==> src/rtl/wb_commit_pkg.sv <==
// Shared definitions for the writeback/commit slice.
// Holds the datapath width, node geometry, status flag bit positions,
// the register code that aliases the node register rn, the stack pointer
// reset value and the opcode constants used by the surrounding pipeline.
package wb_commit_pkg;

    localparam int WORD       = 32;
    localparam int NODE_BITS  = 8;
    localparam int NODES      = 1 << NODE_BITS;
    localparam int VIS_OFFSET = 32'h0000_0100;

    // Status register flag bit positions.
    localparam int Zf = 0;
    localparam int Cf = 1;
    localparam int Nf = 2;
    localparam int If = 3;

    localparam logic [2:0]      RN_CODE  = 3'd7;
    localparam logic [WORD-1:0] SP_RESET = 32'h0000_0000;

    // Opcode constants.
    localparam logic [4:0] OP_NOP  = 5'd0;
    localparam logic [4:0] OP_ADDI = 5'd1;
    localparam logic [4:0] OP_SCN  = 5'd2;
    localparam logic [4:0] OP_STEP = 5'd3;
    localparam logic [4:0] OP_JMP  = 5'd4;
    localparam logic [4:0] OP_RJMP = 5'd5;
    localparam logic [4:0] OP_PUSH = 5'd6;
    localparam logic [4:0] OP_POP  = 5'd7;

endpackage

==> src/rtl/wb_mem_fifo.sv <==
// Circular write queue with a 2-wide push and a 1-wide pop.
// Ports:
//   clk, rst         clock, asynchronous active-high reset
//   push0, din0      first push (lands at the tail)
//   push1, din1      second push (lands after din0 when both are set)
//   dout             head entry, valid whenever count != 0
//   count            occupied entries, 0..DEPTH
// The head pops every cycle the queue is non-empty (the consumer never
// stalls). The caller guarantees free space for every push.
module wb_mem_fifo
    import wb_commit_pkg::*;
#(
    parameter int W     = 64,
    parameter int DEPTH = 4,
    localparam int AW   = $clog2(DEPTH),
    localparam int CW   = $clog2(DEPTH + 1)
) (
    input  logic          clk,
    input  logic          rst,
    input  logic          push0,
    input  logic [W-1:0]  din0,
    input  logic          push1,
    input  logic [W-1:0]  din1,
    output logic [W-1:0]  dout,
    output logic [CW-1:0] count
);

    logic [W-1:0]  mem_q [DEPTH];
    logic [W-1:0]  mem_d [DEPTH];
    logic [AW-1:0] wr_ptr_q, wr_ptr_d;
    logic [AW-1:0] rd_ptr_q, rd_ptr_d;
    logic [CW-1:0] count_q, count_d;
    logic [AW-1:0] wr_idx;
    logic          pop;

    always_comb begin
        mem_d    = mem_q;
        wr_idx   = wr_ptr_q;
        pop      = (count_q != '0);
        rd_ptr_d = pop ? rd_ptr_q + AW'(1) : rd_ptr_q;
        // Pointers are AW bits wide, so the increments wrap modulo DEPTH.
        if (push0) begin
            mem_d[wr_idx] = din0;
            wr_idx        = wr_idx + AW'(1);
        end
        if (push1) begin
            mem_d[wr_idx] = din1;
            wr_idx        = wr_idx + AW'(1);
        end
        wr_ptr_d = wr_idx;
        count_d  = count_q + CW'(push0) + CW'(push1) - CW'(pop);
    end

    always_ff @(posedge clk or posedge rst) begin
        if (rst) begin
            for (int i = 0; i < DEPTH; i++) mem_q[i] <= '0;
            wr_ptr_q <= '0;
            rd_ptr_q <= '0;
            count_q  <= '0;
        end else begin
            mem_q    <= mem_d;
            wr_ptr_q <= wr_ptr_d;
            rd_ptr_q <= rd_ptr_d;
            count_q  <= count_d;
        end
    end

    assign dout  = mem_q[rd_ptr_q];
    assign count = count_q;

endmodule

==> src/rtl/wb_commit.sv <==
// Writeback/commit stage. Commits each accepted execute result to the
// architectural state and serialises up to two memory writes per
// instruction onto a single-port data memory through wb_mem_fifo.
// Ports:
//   in_valid / in_ready          upstream handshake
//   reg_*, rn_*, sp_*, flag_update/sreg_val, mem_*, mem_*2, jump/rjump/pc_*
//                                request fields, sampled only on accept
//   rf_we/rf_waddr/rf_wdata      registered register-file write pulse
//   rn_q, sp_q, sreg_q           committed architectural registers
//   pc_redirect/pc_abs/pc_target one-cycle redirect pulse
//   dmem_we/dmem_addr/dmem_wdata data memory write port (queue head)
// Handshake: a transfer happens on a rising edge where in_valid && in_ready.
// in_ready depends only on queue occupancy, never on in_valid; while it is
// low the upstream holds its fields stable.
module wb_commit #(
    parameter int               WORD     = wb_commit_pkg::WORD,
    parameter int               DEPTH    = 4,
    parameter logic [2:0]       RN_CODE  = wb_commit_pkg::RN_CODE,
    parameter logic [WORD-1:0]  SP_RESET = wb_commit_pkg::SP_RESET
) (
    input  logic            clk,
    input  logic            rst,
    input  logic            in_valid,
    output logic            in_ready,
    input  logic            reg_wb,
    input  logic [2:0]      reg_code,
    input  logic [WORD-1:0] reg_val,
    input  logic            rn_wb,
    input  logic [WORD-1:0] rn_val,
    input  logic            sp_wb,
    input  logic [WORD-1:0] sp_val,
    input  logic            flag_update,
    input  logic [WORD-1:0] sreg_val,
    input  logic            mem_wb,
    input  logic [WORD-1:0] mem_addr,
    input  logic [WORD-1:0] mem_val,
    input  logic            mem_wb2,
    input  logic [WORD-1:0] mem_addr2,
    input  logic [WORD-1:0] mem_val2,
    input  logic            jump,
    input  logic            rjump,
    input  logic [WORD-1:0] pc_loc,
    input  logic [WORD-1:0] pc_inc,
    output logic            rf_we,
    output logic [2:0]      rf_waddr,
    output logic [WORD-1:0] rf_wdata,
    output logic [WORD-1:0] rn_q,
    output logic [WORD-1:0] sp_q,
    output logic [WORD-1:0] sreg_q,
    output logic            pc_redirect,
    output logic            pc_abs,
    output logic [WORD-1:0] pc_target,
    output logic            dmem_we,
    output logic [WORD-1:0] dmem_addr,
    output logic [WORD-1:0] dmem_wdata
);
    import wb_commit_pkg::*;

    localparam int CW = $clog2(DEPTH + 1);

    logic            accept;
    logic [CW-1:0]   fifo_count;
    logic [2*WORD-1:0] fifo_head;

    logic            rf_we_q, rf_we_d;
    logic [2:0]      rf_waddr_q, rf_waddr_d;
    logic [WORD-1:0] rf_wdata_q, rf_wdata_d;
    logic [WORD-1:0] rn_d, sp_d, sreg_d;
    logic            pc_redirect_q, pc_redirect_d;
    logic            pc_abs_q, pc_abs_d;
    logic [WORD-1:0] pc_target_q, pc_target_d;

    // Ready only when a worst-case (two-write) instruction fits.
    assign in_ready = (32'(fifo_count) + 32'd2 <= 32'(DEPTH));
    assign accept   = in_valid && in_ready;

    wb_mem_fifo #(
        .W     (2 * WORD),
        .DEPTH (DEPTH)
    ) u_fifo (
        .clk   (clk),
        .rst   (rst),
        .push0 (accept && mem_wb),
        .din0  ({mem_addr, mem_val}),
        .push1 (accept && mem_wb2),
        .din1  ({mem_addr2, mem_val2}),
        .dout  (fifo_head),
        .count (fifo_count)
    );

    assign dmem_we    = (fifo_count != '0);
    assign dmem_addr  = fifo_head[2*WORD-1:WORD];
    assign dmem_wdata = fifo_head[WORD-1:0];

    always_comb begin
        rf_we_d       = 1'b0;
        rf_waddr_d    = rf_waddr_q;
        rf_wdata_d    = rf_wdata_q;
        rn_d          = rn_q;
        sp_d          = sp_q;
        sreg_d        = sreg_q;
        pc_redirect_d = 1'b0;
        pc_abs_d      = pc_abs_q;
        pc_target_d   = pc_target_q;
        if (accept) begin
            if (reg_wb && reg_code != RN_CODE) begin
                rf_we_d    = 1'b1;
                rf_waddr_d = reg_code;
                rf_wdata_d = reg_val;
            end
            // An explicit rn write overrides an aliased register write.
            if (rn_wb)
                rn_d = rn_val;
            else if (reg_wb && reg_code == RN_CODE)
                rn_d = reg_val;
            if (sp_wb)
                sp_d = sp_val;
            if (flag_update)
                sreg_d = sreg_val;
            if (jump) begin
                pc_redirect_d = 1'b1;
                pc_abs_d      = 1'b1;
                pc_target_d   = pc_loc;
            end else if (rjump) begin
                pc_redirect_d = 1'b1;
                pc_abs_d      = 1'b0;
                pc_target_d   = pc_inc;
            end
        end
    end

    always_ff @(posedge clk or posedge rst) begin
        if (rst) begin
            rf_we_q       <= 1'b0;
            rf_waddr_q    <= '0;
            rf_wdata_q    <= '0;
            rn_q          <= '0;
            sp_q          <= SP_RESET;
            sreg_q        <= '0;
            pc_redirect_q <= 1'b0;
            pc_abs_q      <= 1'b0;
            pc_target_q   <= '0;
        end else begin
            rf_we_q       <= rf_we_d;
            rf_waddr_q    <= rf_waddr_d;
            rf_wdata_q    <= rf_wdata_d;
            rn_q          <= rn_d;
            sp_q          <= sp_d;
            sreg_q        <= sreg_d;
            pc_redirect_q <= pc_redirect_d;
            pc_abs_q      <= pc_abs_d;
            pc_target_q   <= pc_target_d;
        end
    end

    assign rf_we       = rf_we_q;
    assign rf_waddr    = rf_waddr_q;
    assign rf_wdata    = rf_wdata_q;
    assign pc_redirect = pc_redirect_q;
    assign pc_abs      = pc_abs_q;
    assign pc_target   = pc_target_q;

endmodule

==> config.mk <==
export PLATFORM = sky130hd
export DESIGN_NAME = wb_commit
export DESIGN_NICKNAME = d
export VERILOG_FILES = /design/src/rtl/wb_commit_pkg.sv /design/src/rtl/wb_mem_fifo.sv /design/src/rtl/wb_commit.sv
export SDC_FILE = /design/constraint.sdc
export NUM_CORES = 1
export LEC_CHECK = 0
export ABC_CLOCK_PERIOD_IN_PS = 41000
export CORE_MARGIN = 2
export CORE_UTILIZATION = 35
export CTS_BUF_LIST = sky130_fd_sc_hd__clkbuf_4 sky130_fd_sc_hd__clkbuf_8
export DETAILED_ROUTE_END_ITERATION = 10
export GPL_TIMING_DRIVEN = 0
export PLACE_DENSITY = 0.62
export SLEW_MARGIN = 20
export SYNTH_ARGS = -nofsm -noshare
export SYNTH_HDL_FRONTEND = slang
export SYNTH_SLANG_ARGS = --single-unit
==> constraint.sdc <==
create_clock -name clk -period 41 [get_ports clk]
set_input_delay 4.1 -clock clk [delete_from_list [all_inputs] [get_ports clk]]
set_output_delay 4.1 -clock clk [all_outputs]
set_load 0.005 [all_outputs]
==> summary.md, run 1 <==
| Metric | Value |
|---|---|
| NumNets Final | `around 2.7k` |
| Max Freq | `roughly 130 MHz` |
| Num CTS Buffers | `between 70 and 80` |
| Share of layout cells above drive strength 1 | `~15%` |
| Placer Congestion | `between 0.8 and 0.9` |
| Vias/cell | `between 5 and 6` |
| DRC Markers | `0` |
| Post-CTS Setup Bufs | `0` |
| Starting Density | `35.51%` |
| CTS max path bufs | `3` |
| Gr usage total | `a little under a quarter` |
| Worst slew margin | `about a third` |
| Final Skew | `24.06 ps` |
| Post-DP HPWL | `52.73 mm` |
| Sink Count | `roughly 430` |
| Clock latency on the worst-skew pair | `670 ps` |
| Gate Count Post-Synth | `roughly 1.8k` |
| Number of synthesis warnings | `0` |
| Power Dens Cells | `between 70 and 80 nW/um^2` |
| Placed cell count | `about 3.1k` |
| Syn Area/Cell | `~12 sq um` |
| Most common cell after layout, fill and taps aside | `clkdlybuf4s50_1` |
| Placed cell areas | `roughly 27000 sq um` |
| CTS Hold Bufs | `0` |
| WS Path Type | `register to primary output` |
| VDD IR max | `roughly 0.000040 V` |
| Final-report setup violation count | `0` |
| Resize count post-CTS | `0` |
| Unique masters post-synth | `37` |
| Fin crit share | `18.30%` |
| Status | `complete, no violations` |
| P_leak | `11.73 nW` |
| First-pass GRT wire length | `109.1 mm` |
| Worst endpoint required time | `36900 ps` |
| Layout area overhead | `40.87%` |
| Largest fanout on the critical path | `10` |
| Depth of the worst register-to-register path | `13` |
| IO Pins | `about 570` |
| CORE AREA | `a little under 60000 sq um` |
| Die Footprint | `60710 sq um` |
| Final wirelength | `between 70 and 80 mm` |
| Count of flip-flops with a built-in enable after synthesis | `0` |
| Top_reg_cell synth | `dfrtp_1` |
| Final Non-Filler Cells | `about 3.2k` |
| Final-report hold violation count | `0` |
| Kind of end point of the critical path | `primary output` |
| Filler Cell Count | `between 5k and 6k` |
| Worst-Margin Slew | `approximately 1000 ps` |
| RSZ-0062 raised after global routing | `no` |
| H-tree Lvls | `3` |
| Mapped cell area | `a little over 20000 sq um` |
| Pins Over Slew Limit | `0` |
| #FFs+latches synth | `429` |
| Worst path arrival time | `~3400 ps` |
| Largest net degree at the start of global routing | `approximately 100` |
| Post-synthesis net count | `approximately 2.1k` |
| HP Class | `register to register` |
| Vias | `16.61k` |
| Sequential fraction of the synthesis area | `around 52%` |
| Commonest non-fill, non-tap cells in the layout | `562 x clkdlybuf4s50_1, 429 x dfrtp_1, 321 x mux2i_1` |
| CP Launch Type | `register` |
| Initial antenna violation count | `8` |
| Worst setup margin | `between 30000 and 40000 ps` |
| GR Overflow Total | `0` |
| Post-synth ARST share | `100.0%` |
| PortBufs | `562` |
| Multi-input combinational cell area | `roughly 9000 sq um` |
| Register area | `roughly 11000 sq um` |
| Max Cap Viol | `0` |
| Post-Route Setup TNS | `0 ps` |
| Reg clk slew, reported paths | `approximately 60 ps` |
| Routed wire per std cell | `approximately 23 microns` |
| Die height | `246.4 microns` |
| CTS tree | `done` |
| Vias in the first global route | `around 18k` |
| FP Rows | `a little under 90` |
| Worst Hold Path Cells | `2` |
| Iter 0 DRT Violations | `between 1k and 1.5k` |
| Root Buffer | `clkbuf_8` |
| Die width | `246.4 microns` |
| Final instance area | `approximately 29000 sq um` |
| Period minus WS final | `roughly 7500 ps` |
| Routed Antenna Nets | `0` |
| Dpl ws | `around 33000 ps` |
| DR pass1 iterations | `5` |
==> metal layers <==
| metal | track usage, % | part of all wire (%) | up-vias |
|---|---|---|---|
| li1 | - | - | 7511 |
| met1 | 29.13 | 39 | 8342 |
| met2 | 41.94 | 52 | 636 |
| met3 | 5.730 | 6.8 | 116 |
| met4 | 6.254 | 1.9 | 8 |
| met5 | 0 | 0.073 | - |
==> cell usage after synthesis (3+ instances only) <==
cell      number  area [sq um]
mux2i_1      321          3213
buf_4         28         210.2
a21oi_1      260          1301
xnor2_1        5         43.79
dfrtp_1      429         10740
buf_6          6         67.56
o22a_1         3         26.28
and3_1         4         25.02
buf_1         20         75.07
mux4_2        64          1441
mux2_2        93          1047
buf_2         17         85.08
ha_1          10         125.1
nand2_1       71         266.5
inv_1          8         30.03
nand3_1        4         20.02
mux2_1         5         56.30
buf_8          3         45.04
nor2_1       258         968.4
o21ai_0       69         345.3
clkbuf_1      56         210.2
==> logic make-up (layout without fill, tap and decap cells) <==
group | after synthesis | in the layout | synth area share [%]
mux | 483 | 483 | 28.00
flops | 429 | 429 | 52.20
xor+xnor | 7 | 7 | 0.2981
simple gates | 343 | 343 | 6.474
compound gates | 340 | 340 | 8.658
other cells | 0 | 3 | 0
fa+ha+maj | 12 | 12 | 0.8031
buf+inv | 140 | 844 | 3.565
==> area by class of cell <==
cell class                 count  share of cell area (%)
antenna                        3                 0.02591
tap                          765                   3.304
buffer                       132                   2.427
timing repair buffer         566                   19.80
clock inverter                18                  0.6522
multi-input combinational   1185                   31.40
clock buffer                 120                   5.205
sequential                   429                   37.06
inverter                       8                  0.1296
==> final timing paths <==
kind / start / to / slack, ps
worst min-delay path: rn_q[11]$_DFFE_PP0P_ / rn_q[11]$_DFFE_PP0P_ / 480
worst max register to register: u_fifo.count[1]$_DFF_PP0_ / u_fifo.mem_q[63]$_DFF_PP0_ / 37010
worst max-delay path: u_fifo.rd_ptr_q[1]$_DFFE_PP0P_ / dmem_addr[26] / 33500
min in group asynchronous: rst / sp_q[22]$_DFFE_PP0P_ / 3870
max in group asynchronous: rst / u_fifo.mem_q[210]$_DFF_PP0_ / 35830
worst min register to register: rn_q[11]$_DFFE_PP0P_ / rn_q[11]$_DFFE_PP0P_ / 480
==> state kept, by name, summed over array words and instances (netlist names) <==
signal	flops
u_fifo.count	3
pc_target	32
u_fifo.mem_q	256
rf_wdata	32
rf_we	1
u_fifo.wr_ptr_q	2
sreg_q	32
sp_q	32
pc_redirect	1
u_fifo.rd_ptr_q	2
rn_q	32
rf_waddr	3
pc_abs	1
==> per-stage QoR <==
step	util, %	power [mW]	hold slack (ps)
floorplan	-	1.269	473.3
CTS	50.01	2.266	481.5
global route	50.02	2.382	504.5
finish	50.02	2.246	478.2
detailed placement	47.08	1.811	469.0
global placement	46.87	1.782	461.1
==> where the power goes <==
group / leakage, nW / switching, mW / internal [mW]
clock: 0.898 / 0.189 / 0.254
combinational: 5.79 / 0.451 / 0.591
sequential: 5.04 / 0.117 / 0.644
total: 11.7 / 0.757 / 1.49
==> worst max-delay path, cell delays in order (launching register included) <==
cell and delay (ps):
dfrtp_1 390, clkbuf_1 740, buf_1 620, mux4_2 440
clkdlybuf4s50_1 550
Power figures use the tool's default switching activity.
==> inputs of run 2 (changes only) <==
- ABC_CLOCK_PERIOD_IN_PS: 41000 -> 7800
- clock period: 41 -> 7.8 ns (I/O delays scaled with it)
==> run 2 against run 1 <==
  * Sequential cell count unchanged
  * Non-clock buffer count increased by 10
  * Clock skew increased by 22 ps
  * Critical path depth unchanged
  * Worst hold slack unchanged
  * Clock power increased to 5.1 times the previous value
  * Final cell count about the same
  * Cell area increased by 0.36%
  * Total power increased to 5.2 times the previous value
  * Largest power group unchanged
  * Die area unchanged
==> summary.md, run 2 (synthesis gave the netlist of run 1 again) <==
| Metric | Value |
|---|---|
| Num CTS Buffers | `80 (+1.3%)` |
| Routed wire per std cell | `22.63 microns (about the same)` |
| Worst-Margin Slew | `967.8 ps (-10.27 ps)` |
| R2r setup slk | `3790 ps (-33220 ps)` |
| VDD IR max | `0.0002064 V (+420%)` |
| Depth of the worst register-to-register path | `13 (unchanged)` |
| Max Cap Viol | `0 (unchanged)` |
| Final-report hold violation count | `0 (unchanged)` |
| Sw frac | `33.80% (+0.097 points)` |
| Max Freq | `between 200 and 250 MHz` |
| DR pass1 iterations | `5 (unchanged)` |
| RR Startpoint | `u_fifo.count[1]$_DFF_PP0_` |
| CP top delay family | `buffers and inverters` |
| RSZ-0062 raised after global routing | `no` |
| Placed cell areas | `27440 sq um (+0.64%)` |
| Most common cell after layout, fill and taps aside | `clkdlybuf4s50_1` |
| Worst path arrival time | `3460 ps (+60 ps)` |
| H-tree Lvls | `3 (unchanged)` |
| Clk pwr share | `19.2% (-0.5 points)` |
| Worst slew margin | `35.48% (+0.68 points)` |
| CTS max path bufs | `3 (unchanged)` |
| Post-CTS Setup Bufs | `0 (unchanged)` |
| Resize count post-CTS | `0 (unchanged)` |
| Share of layout cells above drive strength 1 | `14.87% (+0.14 points)` |
| Final instance area | `29070 sq um (+0.36%)` |
| Largest register FFs | `256 (unchanged)` |
| WS Path Type | `register to primary output` |
| Die height | `246.4 microns (unchanged)` |
| CP peak stage delay | `710 ps (-30 ps)` |
| Internal Power | `7.771 mW (+420%)` |
| Comb power frac | `46.8% (+0.4 points)` |
| Period minus WS final | `~4200 ps` |
| HP Class | `register to register` |
| Largest reg by FF count | `u_fifo.mem_q` |
| Critical path buffers and inverters | `3 (unchanged)` |
| Slowest-stage cell, CP | `buf_1` |
| NumNets Final | `2758 (+0.40%)` |
| CORE AREA | `57920 sq um (unchanged)` |
| Worst endpoint required time | `7020 ps (-29880 ps)` |
| Final-report setup violation count | `0 (unchanged)` |
| Status | `complete, no violations` |
| Vias/cell | `5.148 (about the same)` |
| Largest fanout on the critical path | `10 (unchanged)` |
| First-pass GRT wire length | `109.1 mm (about the same)` |
| FP Rows | `88 (unchanged)` |
| Crit path cell chain | `clkbuf_1 > buf_1 > mux4_2 > clkdlybuf4s50_1` |
| CP Launch Point | `u_fifo.rd_ptr_q[1]$_DFFE_PP0P_` |
| Kind of end point of the critical path | `primary output` |
| Reg clk slew, reported paths | `50 ps (about the same)` |
| WP depth | `4 (unchanged)` |
| GR Overflow Total | `0 (unchanged)` |
| Dpl ws | `3232 ps (-29830 ps)` |
| Die Footprint | `60710 sq um (unchanged)` |
| Die width | `246.4 microns (unchanged)` |
| Seq pwr share | `34.0% (about the same)` |
| Root Buffer | `clkbuf_8` |
| Reg-to-Reg End | `u_fifo.mem_q[60]$_DFF_PP0_` |
| CTS tree | `done` |
| Fin crit share | `between 50% and 60%` |
| PortBufs | `562 (unchanged)` |
| Filler Cell Count | `5345 (+0.87%)` |
| Hold_ws | `478.2 ps (unchanged)` |
| Post-DP HPWL | `53.18 mm (+0.86%)` |
| Starting Density | `35.51% (unchanged)` |
| Layout area overhead | `41.38%` |
| CP Launch Type | `register` |
| Final Skew | `45.64 ps (+21.58 ps)` |
| Initial antenna violation count | `7 (-1)` |
| Pins Over Slew Limit | `0 (unchanged)` |
| Clock latency on the worst-skew pair | `680 ps (about the same)` |
| IO Pins | `566 (unchanged)` |
| CTS Hold Bufs | `0 (unchanged)` |
| Placer Congestion | `0.8585 (+6.5%)` |
| Psw | `3.967 mW (+420%)` |
| Gr usage total | `23.86% (+0.042 points)` |
| P_leak | `11.77 nW (+0.41%)` |
| Vias in the first global route | `17.92k (-0.42%)` |
| Iter 0 DRT Violations | `878 (-14%)` |
| Worst setup margin | `3562 ps (-29940 ps)` |
| Final wirelength | `73.06 mm (about the same)` |
| Vias | `16.62k (+0.054%)` |
| Power Dens Cells | `403.7 nW/um^2 (+420%)` |
| CP endpoint | `dmem_addr[25]` |
| Sink Count | `429 (unchanged)` |
| Commonest non-fill, non-tap cells in the layout | `562 x clkdlybuf4s50_1, 429 x dfrtp_1, 321 x mux2i_1` |
| Routed Antenna Nets | `0 (unchanged)` |
| DRC Markers | `0 (unchanged)` |
| Largest net degree at the start of global routing | `34 (-67%)` |
-- run 2: changes by cell type in the layout (fill, tap and decap cells not counted), moves of 2 or more --
cell       change
buf_16         -3
buf_12        +13
inv_8          -2
bufinv_16      -2
clkinv_2       -2
clkbuf_8       +2
clkbuf_4       -3
-- run 2: layout make-up --
class	instances	area (sq um)	share of cell area, %
Antenna cell	2	5.005	0.01721
Buffer	132	703.2	2.419
Clock buffer	119	1513	5.203
Clock inverter	13	117.6	0.4045
Inverter	8	33.78	0.1162
Multi-Input combinational cell	1185	9096	31.29
Sequential cell	429	10740	36.92
Tap cell	765	957.2	3.292
Timing Repair Buffer	576	5913	20.34
-- run 2: power by group through the flow --
stage / Sequential, mW / Combinational (mW) / Clock [mW]
after floorplan: 3.90 / 2.77 / 0
after detailed placement: 3.99 / 5.54 / 0
after global placement: 3.95 / 5.43 / 0
after global routing: 4.13 / 5.91 / 2.41
final: 3.99 / 5.49 / 2.25
after CTS: 3.99 / 5.56 / 2.31
-- run 2: worst register-to-register path, stage by stage, from the launching register on --
cell	delay, ps
dfrtp_1	410
ha_1	380
or2_0	220
clkbuf_2	160
a21boi_4	470
nand2_1	300
mux2_2	350
ha_1	200
and3_1	170
o21ai_0	90
buf_2	350
clkbuf_1	620
nor2_1	90
a21oi_1	160
-- run 2: per-layer routing --
metal / wire length [microns] / GRT usage (%)
met5: 57 / 0
met4: 1945 / 7.743
met3: 4813 / 5.708
met2: 37300 / 41.28
met1: 28950 / 29.26
-- run 2: how the worst min path moves through the flow --
| stage | start | end | slack, ps | depth (start not counted) |
|---|---|---|---|---|
| floorplan | pc_target[0]$_DFFE_PP0P_ | pc_target[0]$_DFFE_PP0P_ | 470 | 2 |
| global placement | pc_target[20]$_DFFE_PP0P_ | pc_target[20]$_DFFE_PP0P_ | 460 | 2 |
| detailed placement | rn_q[2]$_DFFE_PP0P_ | rn_q[2]$_DFFE_PP0P_ | 470 | 2 |
| CTS | rn_q[2]$_DFFE_PP0P_ | rn_q[2]$_DFFE_PP0P_ | 480 | 2 |
| global route | pc_target[5]$_DFFE_PP0P_ | pc_target[5]$_DFFE_PP0P_ | 500 | 2 |
| finish | rn_q[13]$_DFFE_PP0P_ | rn_q[13]$_DFFE_PP0P_ | 480 | 2 |
-- run 2: metrics by stage --
step | power, mW | util, % | setup TNS [ps] | cells
after floorplan | 6.672 | - | 0 | 1754
after global placement | 9.375 | 46.88 | -729930 | 3081
after detailed placement | 9.536 | 47.38 | 0 | 3095
after CTS | 11.85 | 50.19 | 0 | 3227
after global routing | 12.45 | 50.20 | 0 | 3229
final | 11.74 | 50.20 | 0 | 3229
==> inputs of run 3 (changes only) <==
- ABC_CLOCK_PERIOD_IN_PS: 7800 -> 3500
- PLACE_DENSITY: 0.62 -> 0.65
- clock period: 7.8 -> 3.5 ns (I/O delays scaled with it)
==> run 3 against run 2 <==
  * Clock power increased by 130%
  * Wire length hardly changed
  * Sequential cell count unchanged
  * Combinational power up 120%
  * Cell area up 0.74%
  * Critical path depth unchanged
  * Core utilization increased by 0.37 points
  * Global-route usage about the same
  * Count of clock-buffer cells in the layout grew 7
  * Final cell count increased by 0.53%
  * Die area stayed put
  * Total power rose by 130%
  * Highest routed layer unchanged
==> summary.md, run 3 (synthesis gave the netlist of run 1 again) <==
| Metric | Value |
|---|---|
| Worst endpoint required time | `3150 ps (-3870 ps)` |
| Worst setup margin | `113.7 ps (-3448 ps)` |
| IO Pins | `566 (unchanged)` |
| Die Footprint | `60710 sq um (unchanged)` |
| Post-Route Setup TNS | `0 ps (unchanged)` |
| Kind of end point of the critical path | `primary output` |
| DRC Markers | `0 (unchanged)` |
| Die width | `246.4 microns (unchanged)` |
| Met3 usage | `6.078% (+0.37 points)` |
| Num CTS Buffers | `79 (-1.3%)` |
| H-tree Lvls | `3 (unchanged)` |
| FP Rows | `88 (unchanged)` |
| Met2 Track Usage GR | `41.61% (+0.33 points)` |
| Routed wire per std cell | `22.51 microns (-0.50%)` |
| Largest register FFs | `256 (unchanged)` |
| Commonest non-fill, non-tap cells in the layout | `562 x clkdlybuf4s50_1, 429 x dfrtp_1, 321 x mux2i_1` |
| Pins Over Slew Limit | `0 (unchanged)` |
| Routed Antenna Nets | `0 (unchanged)` |
| Largest net degree at the start of global routing | `35 (+2.9%)` |
| P_leak | `11.95 nW (+1.5%)` |
| Post-DP HPWL | `53.36 mm (+0.33%)` |
| Largest fanout on the critical path | `10 (unchanged)` |
| CORE AREA | `57920 sq um (unchanged)` |
| Sink Count | `429 (unchanged)` |
| CP Launch Type | `register` |
| Most common cell after layout, fill and taps aside | `clkdlybuf4s50_1` |
| CTS max path bufs | `3 (unchanged)` |
| Power Dens Cells | `902.1 nW/um^2 (+120%)` |
| DR pass1 iterations | `5 (unchanged)` |
| Max Freq | `roughly 300 MHz` |
| Period minus WS final | `about 3400 ps` |
| Gr usage total | `23.90% (+0.040 points)` |
| Max Cap Viol | `0 (unchanged)` |
| Filler Cell Count | `5262 (-1.6%)` |
| Reg clk slew, reported paths | `60 ps (about the same)` |
| Initial antenna violation count | `14 (+7)` |
| Share of layout cells above drive strength 1 | `17.23% (+2.4 points)` |
| HP Class | `primary input to async pin` |
| Routing usage on met1 | `28.76% (-0.50 points)` |
| Register area | `10740 sq um (unchanged)` |
| Vias | `16.66k (+0.23%)` |
| Starting Density | `35.51% (unchanged)` |
| Multi-input combinational cell area | `9096 sq um (unchanged)` |
| Final-report hold violation count | `0 (unchanged)` |
| First-pass GRT wire length | `110.1 mm (+0.94%)` |
| CTS tree | `done` |
| Iter 0 DRT Violations | `959 (+9.2%)` |
| WS Path Type | `register to primary output` |
| CTS Hold Bufs | `0 (unchanged)` |
| PortBufs | `562 (unchanged)` |
| Layer carrying the most global-route usage | `met2` |
| RSZ-0062 raised after global routing | `no` |
| Largest reg by FF count | `u_fifo.mem_q` |
| VDD IR max | `0.0005178 V (+150%)` |
| Final-report setup violation count | `0 (unchanged)` |
| Dpl ws | `-675.1 ps (-3907 ps)` |
| Hold_ws | `139.3 ps (-338.9 ps)` |
| GR Overflow Total | `0 (unchanged)` |
| Worst path arrival time | `3040 ps (-420 ps)` |
| Status | `complete, no violations` |
| Vias in the first global route | `18.02k (+0.54%)` |
| Final wirelength | `73.08 mm (about the same)` |
| Placer Congestion | `0.8353 (-2.7%)` |
| Worst-Margin Slew | `791.3 ps (-176.5 ps)` |
| Final Skew | `21.98 ps (-23.65 ps)` |
| Layout area overhead | `42.42%` |
| NumNets Final | `2758 (unchanged)` |
| Clock latency on the worst-skew pair | `660 ps (-20 ps)` |
| Depth of the worst register-to-register path | `13 (unchanged)` |
| Die height | `246.4 microns (unchanged)` |
| Fin crit share | `96.75%` |
| Worst slew margin | `47.25% (+12 points)` |
| Root Buffer | `clkbuf_8` |
| Vias/cell | `5.133 (-0.29%)` |
run 3: worst paths after layout:
kind,start,end,slack [ps]
max,u_fifo.rd_ptr_q[1]$_DFFE_PP0P_,dmem_wdata[4],110
min,rst,rn_q[5]$_DFFE_PP0P_,140
max reg2reg,u_fifo.count[1]$_DFF_PP0_,u_fifo.mem_q[60]$_DFF_PP0_,210
min reg2reg,rn_q[23]$_DFFE_PP0P_,rn_q[23]$_DFFE_PP0P_,470
max in group asynchronous,rst,u_fifo.mem_q[40]$_DFF_PP0_,1750
min in group clk,mem_wb,u_fifo.wr_ptr_q[1]$_DFF_PP0_,160
run 3: worst max-delay path: stages (launching register included):
cell	delay (ps)
dfrtp_1	380
clkbuf_2	390
clkbuf_1	630
mux4_2	410
clkdlybuf4s50_1	560
run 3: final cells by class:
cell class              instances  share of cell area (%)
multi-input cells            1185                   31.06
well taps                     765                   3.268
plain buffers                 132                   2.708
clock buffers                 126                   5.365
clock inverters                16                  0.5254
flip-flops and latches        429                   36.65
inverters                       8                  0.1153
repair buffers                577                   20.24
diodes                          8                 0.06835
run 3: report_power, final:
| group | switching (mW) | total, mW | internal, mW |
|---|---|---|---|
| logic | 5.30 | 12.3 | 7.00 |
| clock network | 2.24 | 5.24 | 3.00 |
| registers | 1.34 | 8.88 | 7.54 |
| total | 8.88 | 26.4 | 17.5 |
run 3: routing by layer:
| layer | wire length, microns | up-vias |
|---|---|---|
| met5 | 54 | - |
| met2 | 37430 | 585 |
| met4 | 1702 | 8 |
| li1 | - | 7543 |
| met1 | 28570 | 8413 |
| met3 | 5326 | 112 |
run 3: metrics by stage:
stage	std cells	utilization (%)	power, mW	area [sq um]
after floorplan	1754	-	14.87	20570
after global placement	3081	46.88	20.85	27150
after detailed placement	3095	47.39	21.23	27450
after CTS	3238	50.49	26.66	29240
after global routing	3244	50.56	28.01	29280
final	3246	50.57	26.42	29290
run 3: repair_timing:
action                                  in CTS  in global routing
resized for setup                           48                 17
pin swaps                                    1                  0
endpoints found under the setup margin     315                113
buffers inserted                             1                  0
==> RTL change: new RTL, config.mk and constraints of run 1 <==
Put one more register stage on the output `pc_redirect`, cleared by the reset. The value now appears one clock later. The other outputs are not delayed to match. Comments in the files are not updated.
--- a/src/rtl/wb_commit.sv
+++ b/src/rtl/wb_commit.sv
@@ -158,3 +158,9 @@
     assign rf_wdata    = rf_wdata_q;
-    assign pc_redirect = pc_redirect_q;
+    always_ff @(posedge clk or posedge rst) begin
+        if (rst) begin
+            pc_redirect <= '0;
+        end else begin
+            pc_redirect <= pc_redirect_q;
+        end
+    end
     assign pc_abs      = pc_abs_q;
Function: not settled (the Yosys comparison gave no result); the edit may change what the design does.
==> RTL change against run 1 <==
Synthesized cell count hardly changed; global-route usage hardly changed; total power is 0.19% lower; worst hold slack worse by 0.13 ns; sequential power hardly changed; count of clock-buffer cells in the layout is 2 higher; wire length hardly changed; register-to-register slack better by 0.08 ns; synthesized area is 0.12% higher; final area hardly changed; critical path depth stayed put; setup slack worse by 0.039 ns; sequential cell count is 1 higher; die area is 0.12% higher; critical path type unchanged; largest power group unchanged.
==> RTL change: results (changes against run 1) <==
* Xor/xnor cell area share of the yosys netlist at 0.298% (about the same)
* Mapped Avg Cell Area at 11.7 um2 (about the same)
* GP Congestion at 0.831 (was 0.806)
* Maximum vdd ir drop at 38.5 uV (was 39.8 uV)
* P_leak at 0.0117 uW (about the same)
* Clk_lat worst skew at 0.67 ns (about the same)
* Status: finished clean (unchanged)
* Placed instance area at 27300 um2 (about the same)
* Vias in the first global route at 17500 (was 18000)
* Synth area leaders: dfrtp_1 (52%), mux2i_1 (16%), mux4_2 (7.0%) (unchanged)
* Initial DRC Count at 917 (was 1020)
* Final WL at 73100 um (was 73000 um)
* Mux contribution to synthesized area at 28.0% (about the same)
* Distinct cells, synth at 37 (unchanged)
* Placed Cells at 3086 (was 3085)
* Post-Syn Nets at 2101 (was 2100)
* GR Overflow Total at 0 (unchanged)
* Total track usage at 23.9% (was 23.8%)
* Post-cts gate resize count at 0 (unchanged)
* Clk_skew at 0.0401 ns (was 0.0241 ns)
* Setup bufs post-CTS at 0 (unchanged)
* Most frequent cells after synthesis: dfrtp_1 (430), mux2i_1 (321), a21oi_1 (260), nor2_1 (258), mux2_2 (93) (was dfrtp_1 (429), mux2i_1 (321), a21oi_1 (260), nor2_1 (258), mux2_2 (93))
* Slew headroom at 34.9% (was 34.8%)
* Pin count of the biggest net entering global routing at 99 (was 103)
* WL/cell at 22.6 um (about the same)
* Crit path largest cell delay at 0.70 ns (was 0.74 ns)
* Switching Fraction at 33.6% (was 33.7%)
* Share of cells above drive strength 1 at 14.7% (about the same)
* Post-Place Worst Slack at 33.10 ns (was 33.06 ns)
* Worst path slowest cell: clkbuf_1 (unchanged)
* Synth Area in Adders at 0.802% (was 0.803%)
* Ys flop type: dfrtp_1 (unchanged)
* CTS buffer count at 78 (was 79)
* First-pass GRT wire length at 109000 um (about the same)
* Port-buffer cells at 562 (unchanged)
* Detailed Place HPWL at 52600 um (was 52700 um)
* Post-synthesis sequential area ratio at 52.3% (was 52.2%)
* H-tree depth at 3 (unchanged)
* Worst EP arrival at 3.44 ns (was 3.40 ns)
* Synth Area in Compound Gates at 8.65% (was 8.66%)
* Worst Path Max Fanout at 10 (unchanged)
* Vias at 16400 (was 16600)
## RTL change: changes by cell type after synthesis, sizes merged
cell / change
dfrtp: +1
## RTL change: power groups by stage
stage / logic [uW] / registers [uW] / clock network [uW]
floorplan: 527 / 743 / 0
global placement: 1030 / 753 / 0
detailed placement: 1050 / 761 / 0
CTS: 1050 / 759 / 453
global route: 1120 / 785 / 474
finish: 1040 / 761 / 442
## RTL change: final cells by class
class                      instances  area, um2
timing repair buffer             566       5740
antenna                            5       12.5
sequential                       430      10800
tap                              765        957
fill                            5304      28900
multi-input combinational       1185       9100
clock buffer                     122       1540
clock inverter                    15        154
inverter                           8       37.5
buffer                           132        703
## RTL change: worst paths after layout
kind / slack [ns] / cells past startpoint / startpoint / end
setup / recovery: 33.46 / 4 / u_fifo.rd_ptr_q[1]$_DFFE_PP0P_ / dmem_addr[25]
max in group asynchronous: 35.74 / 4 / rst / u_fifo.mem_q[135]$_DFF_PP0_
hold / removal: 0.35 / 0 / pc_redirect_q$_DFF_PP0_ / pc_redirect$_DFF_PP0_
setup reg to reg: 37.09 / 12 / u_fifo.count[1]$_DFF_PP0_ / u_fifo.mem_q[66]$_DFF_PP0_
min in group asynchronous: 3.89 / 2 / rst / sp_q[16]$_DFFE_PP0P_
hold reg to reg: 0.35 / 0 / pc_redirect_q$_DFF_PP0_ / pc_redirect$_DFF_PP0_
## RTL change: routing by layer
metal	track usage, %	wire length (um)	share of wire (%)	vias to the layer above
met1	29.2	28700	39	8170
li1	-	-	-	7534
met5	0	23	0.031	-
met2	41.6	37600	51	595
met4	7.30	1400	1.9	4
met3	5.68	5390	7.4	94
## RTL change: worst max-delay path: cells and delay by family (launching register included)
| kind | cells | cell delay, ns |
|---|---|---|
| buf+inv | 3 | 1.94 |
| flops | 1 | 0.36 |
| mux | 1 | 0.46 |
